### config.mk
export PLATFORM = sky130hd
export DESIGN_NAME = fetch_unit_flat
export DESIGN_NICKNAME = d
export VERILOG_FILES = /design/src/rtl/fetch_unit_if.sv /design/src/rtl/fetch_unit.sv /design/src/flat_wrapper.sv
export SDC_FILE = /design/constraint.sdc
export NUM_CORES = 1
export LEC_CHECK = 0
export CELL_PAD_IN_SITES_DETAIL_PLACEMENT = 1
export CELL_PAD_IN_SITES_GLOBAL_PLACEMENT = 2
export CORE_ASPECT_RATIO = 0.7
export CORE_UTILIZATION = 37
export CTS_CLUSTER_SIZE = 8
export DETAILED_ROUTE_END_ITERATION = 10
export DONT_BUFFER_PORTS = 1
export PLACE_DENSITY = 0.82
export SYNTH_ARGS = -nofsm -noshare
export SYNTH_HDL_FRONTEND = slang
export SYNTH_SLANG_ARGS = --single-unit
### constraint.sdc
create_clock -name clk -period 4.2 [get_ports clk]
set_input_delay 0.84 -clock clk [delete_from_list [all_inputs] [get_ports clk]]
set_output_delay 0.84 -clock clk [all_outputs]
set_load 0.05 [all_outputs]
### src/rtl/fetch_unit_if.sv
// Handshake bundle between the fetch stage, instruction memory, decode and the branch unit.
// The master modport is the fetch stage; the slave modport is everything around it.
interface fetch_unit_if #(
  parameter int ADDR_W  = 24,
  parameter int INSTR_W = 28
);
  logic               imem_req;
  logic [ADDR_W-1:0]  imem_addr;
  logic               imem_ack;
  logic [INSTR_W-1:0] imem_rdata;
  logic               instr_valid;
  logic [INSTR_W-1:0] instr;
  logic [ADDR_W-1:0]  instr_pc;
  logic               instr_ready;
  logic               br_taken;
  logic [ADDR_W-1:0]  br_base_pc;
  logic [23:0]        br_imm_ext;

  modport master (
    output imem_req, imem_addr, instr_valid, instr, instr_pc,
    input  imem_ack, imem_rdata, instr_ready, br_taken, br_base_pc, br_imm_ext
  );

  modport slave (
    input  imem_req, imem_addr, instr_valid, instr, instr_pc,
    output imem_ack, imem_rdata, instr_ready, br_taken, br_base_pc, br_imm_ext
  );
endinterface

### src/rtl/fetch_unit.sv
// Instruction fetch stage: owns the PC, fetches one word per request and hands it to decode.
// Branch redirects override everything except reset and pass through a one-cycle bubble.
module fetch_unit #(
  parameter int ADDR_W   = 24,
  parameter int INSTR_W  = 28,
  parameter int RESET_PC = 0
) (
  input  logic          clk,
  input  logic          reset,
  fetch_unit_if.master  bus
);

  typedef enum logic [1:0] {
    ST_FETCH  = 2'd0,
    ST_HOLD   = 2'd1,
    ST_BUBBLE = 2'd2
  } state_t;

  state_t             state_r;
  logic [ADDR_W-1:0]  pc_r;
  logic [INSTR_W-1:0] instr_r;
  logic [ADDR_W-1:0]  instr_pc_r;
  logic               req_r;
  logic               valid_r;

  logic [ADDR_W-1:0]  imm_s;
  logic [ADDR_W-1:0]  target_s;

  // Offset is in words; the sum wraps modulo 2^ADDR_W and the carry is dropped.
  assign imm_s    = ADDR_W'($signed(bus.br_imm_ext));
  assign target_s = bus.br_base_pc + ADDR_W'(1) + imm_s;

  assign bus.imem_req    = req_r;
  assign bus.imem_addr   = pc_r;
  assign bus.instr_valid = valid_r;
  assign bus.instr       = instr_r;
  assign bus.instr_pc    = instr_pc_r;

  // Fetch state machine; req_r/valid_r track the next state so outputs come straight from flops.
  always_ff @(posedge clk) begin
    if (reset) begin
      state_r    <= ST_FETCH;
      pc_r       <= ADDR_W'(RESET_PC);
      instr_r    <= {INSTR_W{1'b0}};
      instr_pc_r <= {ADDR_W{1'b0}};
      req_r      <= 1'b0;
      valid_r    <= 1'b0;
    end else begin
      case (state_r)
        ST_FETCH: begin
          if (bus.br_taken) begin
            pc_r    <= target_s;
            state_r <= ST_BUBBLE;
            req_r   <= 1'b0;
            valid_r <= 1'b0;
          end else if (bus.imem_ack && req_r) begin
            instr_r    <= bus.imem_rdata;
            instr_pc_r <= pc_r;
            state_r    <= ST_HOLD;
            req_r      <= 1'b0;
            valid_r    <= 1'b1;
          end else begin
            state_r <= ST_FETCH;
            req_r   <= 1'b1;
            valid_r <= 1'b0;
          end
        end
        ST_HOLD: begin
          if (bus.br_taken) begin
            pc_r    <= target_s;
            state_r <= ST_BUBBLE;
            req_r   <= 1'b0;
            valid_r <= 1'b0;
          end else if (bus.instr_ready) begin
            pc_r    <= pc_r + ADDR_W'(1);
            state_r <= ST_FETCH;
            req_r   <= 1'b1;
            valid_r <= 1'b0;
          end else begin
            state_r <= ST_HOLD;
            req_r   <= 1'b0;
            valid_r <= 1'b1;
          end
        end
        ST_BUBBLE: begin
          // A newer redirect restarts the bubble so the abandoned request never sees a live req.
          if (bus.br_taken) begin
            pc_r    <= target_s;
            state_r <= ST_BUBBLE;
            req_r   <= 1'b0;
            valid_r <= 1'b0;
          end else begin
            state_r <= ST_FETCH;
            req_r   <= 1'b1;
            valid_r <= 1'b0;
          end
        end
        default: begin
          state_r <= ST_FETCH;
          req_r   <= 1'b0;
          valid_r <= 1'b0;
        end
      endcase
    end
  end

endmodule

### src/flat_wrapper.sv
// flat-port wrapper written by rule: the top's interface ports become plain ports
module fetch_unit_flat 
#(
  parameter int ADDR_W   = 24,
  parameter int INSTR_W  = 28,
  parameter int RESET_PC = 0
)
  (clk, reset, bus_imem_req, bus_imem_addr, bus_instr_valid, bus_instr, bus_instr_pc, bus_imem_ack, bus_imem_rdata, bus_instr_ready, bus_br_taken, bus_br_base_pc, bus_br_imm_ext);
  fetch_unit_if #(.ADDR_W(ADDR_W), .INSTR_W(INSTR_W)) bus_i ();
  input  logic clk;
  input  logic reset;
  output wire logic [$bits(bus_i.imem_req)-1:0] bus_imem_req;
  output wire logic [$bits(bus_i.imem_addr)-1:0] bus_imem_addr;
  output wire logic [$bits(bus_i.instr_valid)-1:0] bus_instr_valid;
  output wire logic [$bits(bus_i.instr)-1:0] bus_instr;
  output wire logic [$bits(bus_i.instr_pc)-1:0] bus_instr_pc;
  input wire logic [$bits(bus_i.imem_ack)-1:0] bus_imem_ack;
  input wire logic [$bits(bus_i.imem_rdata)-1:0] bus_imem_rdata;
  input wire logic [$bits(bus_i.instr_ready)-1:0] bus_instr_ready;
  input wire logic [$bits(bus_i.br_taken)-1:0] bus_br_taken;
  input wire logic [$bits(bus_i.br_base_pc)-1:0] bus_br_base_pc;
  input wire logic [$bits(bus_i.br_imm_ext)-1:0] bus_br_imm_ext;
  assign bus_imem_req = bus_i.imem_req;
  assign bus_imem_addr = bus_i.imem_addr;
  assign bus_instr_valid = bus_i.instr_valid;
  assign bus_instr = bus_i.instr;
  assign bus_instr_pc = bus_i.instr_pc;
  assign bus_i.imem_ack = bus_imem_ack;
  assign bus_i.imem_rdata = bus_imem_rdata;
  assign bus_i.instr_ready = bus_instr_ready;
  assign bus_i.br_taken = bus_br_taken;
  assign bus_i.br_base_pc = bus_br_base_pc;
  assign bus_i.br_imm_ext = bus_br_imm_ext;
  fetch_unit #(.ADDR_W(ADDR_W), .INSTR_W(INSTR_W), .RESET_PC(RESET_PC)) u_core (.clk(clk), .reset(reset), .bus(bus_i));
endmodule
==> metrics.md <==
| Metric | Value |
|---|---|
| Final period util | 67.1% |
| Hpwl dp | 10700 um |
| Top FF cell, synth | dfxtp_1 |
| Max IR drop VDD | a little over 0.2 mV |
| Slew Limit Fails | 0 |
| Final std cells w/o fill | about 760 |
| First-pass GRT wire length | 22200 um |
| Initial Utilization | 38.6% |
| Core Area | 11900 um2 |
| CTS sink cnt | 80 |
| Syn Area/Cell | 7.45 um2 |
| Crit-path max FO | 4 |
| CTS resizes | 0 |
| Pwr Density | roughly 420 nW/um2 |
| Post-Place Cell Area | around 4700 um2 |
| Mapped Cells | between 600 and 700 |
| Synth Register Bits | 80 |
| Final setup TNS | 0 ns |
| Drt drc | 0 |
| R2R setup slack | 1.55 ns |
| Largest net degree at the start of global routing | 83 |
| Area leader, netlist | dfxtp_1 |
| Fin nets | a little over 700 |
| R2r endpoint | u_core.bus.imem_addr[22] |
| Worst Path Arrival | around 3.0 ns |
| CTS clk-pin slew, worst paths | 0.06 ns |
| Via count | 4434 |
| Mapped Nets | 725 |
| Share of layout cells above drive strength 1 | 6.60% |
| Synth cell count leaders | nand2_1, a21oi_1, dfxtp_1, nor2_1, clkbuf_1 |
| Row count | 33 |
| Num ports | 159 |
| Min-Delay Path Class | in -> reg |
| Rel. slew slack | 37.7% |
| DR pass1 iterations | 4 |
| Post-synthesis cell area | 4610 um2 |
| Top cells by area, synth | dfxtp_1, nand2_1, a21oi_1, ha_1, nor2_1 |
| DIE AREA | about 13000 um2 |
| Vias per cell | ~5.8 |
| RR Startpoint | u_core.bus.imem_addr[2] |
| CTS tree | yes |
| Final setup vio count | 0 |
| Placed Cells incl. Taps | 748 |
| Clk_skew | 0.00388 ns |
| CP Launch Point | bus_br_imm_ext[0] |
| Vias in the first global route | 4330 |
| Clock Tree Buf Depth | 2 |
| Final Hold Fails | 0 |
| RSZ-0062 raised after global routing | false |
| R2R depth | 7 |
| Initial antenna violation count | 0 |
| Die height | approximately 95 um |
| Hold-fix buffers, CTS | 0 |
| Crit path capture type | flop |
| Status | complete, no violations |
| Final min period | 2.82 ns |
| Die X | around 140 um |
| Final wirelength | 14300 um |
| GR Overflow Total | 0 |
| Max-Cap Viols | 0 |
| Fmax | 0.355 GHz |
| Tot Pwr | between 2 and 2.5 mW |
| Startpoint types | primary input |
| Finished Cell Area | 5070 um2 |
| WS Path Type | in -> reg |
| Post-DRT Antenna Nets | 0 |
| Crit path to | u_core.bus.imem_addr[22] |
| Sequential share of the synthesized area | 34.7% |
| Asr flop ratio synth | 0% |
| Global Route Usage Sum | 21.7% |
| Post-CTS Setup Inserts | 0 |
| Number of synthesized flops with an enable pin | 0 |
| Area delta synth->final | 9.88% |
| Worst skew pair latency | 0.33 ns |
| Clk Tree Root Cell | clkbuf_16 |
| Port Buffer Count | 0 |
| Cell variety after synth | 62 |
| Synth Warn # | 0 |
| Yosys top cell area share | 34.7% |
| 1st-iter DRT viols | 141 |
| Leakage | 1.78 nW |
| Slew @ Worst Pin | approximately 0.93 ns |
| WL per Instance | 18.7 um |
| N_diodes | 0 |
| CTS H-tree lvls | 3 |
| Placer Congestion | 0.824 |
| Most frequent cell after synthesis | nand2_1 |
| CP required | 4.41 ns |
| Num CTS Buffers | 9 |
[cells by family (layout without fill, tap and decap cells)]
group                    after synthesis  in the layout  synth area share [%]
AND/OR/NAND/NOR                      251            251                  24.0
AO/OA/AOI/OAI                        199            199                  26.7
flip-flops                            80             80                  34.7
buffers and inverters                 44             31                  3.66
adder cells (fa/ha/maj)               25             25                  6.95
XOR/XNOR                              17             17                  3.23
multiplexers                           3              3                 0.678
[stage by stage]
step,hold slack (ns),setup WS [ns],util [%]
finish,0.580,1.38,42.5
floorplan,0.553,1.32,-
detailed placement,0.636,1.04,39.7
global placement,0.606,1.09,39.7
CTS,0.565,1.38,42.5
global route,0.563,1.21,42.5
[placed cells by master, fill, tap and decap left out, drive strengths merged, types with 4 or more instances in the layout]
cell,n
inv,8
nor3,13
and2,4
a211oi,15
xor2,6
buf,8
ha,24
xnor2,11
nor4,5
o31ai,5
a21oi,102
nor2,34
or4,4
and3,8
o21a,7
nand2,149
clkbuf,11
a21o,9
dfxtp,80
o22ai,5
o211ai,4
o21ai,24
nand3,18
[worst min path at each step]
| stage | start | endpoint | slack (ns) | cells after the start |
|---|---|---|---|---|
| after floorplan | u_core.state_r[1] | u_core.bus.instr_valid | 0.55 | 2 |
| after global placement | u_core.state_r[1] | u_core.state_r[0] | 0.61 | 1 |
| after detailed placement | u_core.state_r[1] | u_core.state_r[0] | 0.64 | 1 |
| after CTS | reset | u_core.bus.instr_pc[20] | 0.57 | 1 |
| after global routing | reset | u_core.bus.instr_pc[18] | 0.56 | 1 |
| final | reset | u_core.bus.instr_pc[22] | 0.58 | 1 |
[area by class of cell]
cell class | count | area (um2)
multi-input combinational | 495 | 2850
timing repair buffer | 8 | 60.1
inverter | 8 | 30.0
clock inverter | 4 | 77.6
sequential | 80 | 1600
tap | 157 | 196
clock buffer | 11 | 253
fill | 1437 | 6870
[report_power, final]
part,internal [mW],switching (mW)
Sequential,0.794,0.166
Clock,0.552,0.309
Combinational,0.131,0.193
Total,1.48,0.668
[sequential cells by signal, summed over array words and instances (netlist names)]
signal                  cells
u_core.bus.instr_valid      1
u_core.bus.imem_addr       24
u_core.bus.imem_req         1
u_core.bus.instr_pc        24
u_core.bus.instr           28
u_core.state_r              2
[critical path, cell delays in order]
cell and delay (ns):
inv_1 0.02, ha_1 0.21, fa_1 0.39, and2b_1 0.22
o211ai_1 0.15, a211oi_2 0.37, a21boi_1 0.19, o41ai_2 0.38
xnor2_1 0.17, a21oi_1 0.09
[layer usage]
layer  routed length, um  up-vias  GRT usage, %
met5                   0        -             0
met4                 100        0          3.75
met3                1030       10          6.70
met2                6460      110          35.4
met1                6700     2151          28.5
li1                    -     2163             -
Power figures use the tool's default switching activity.
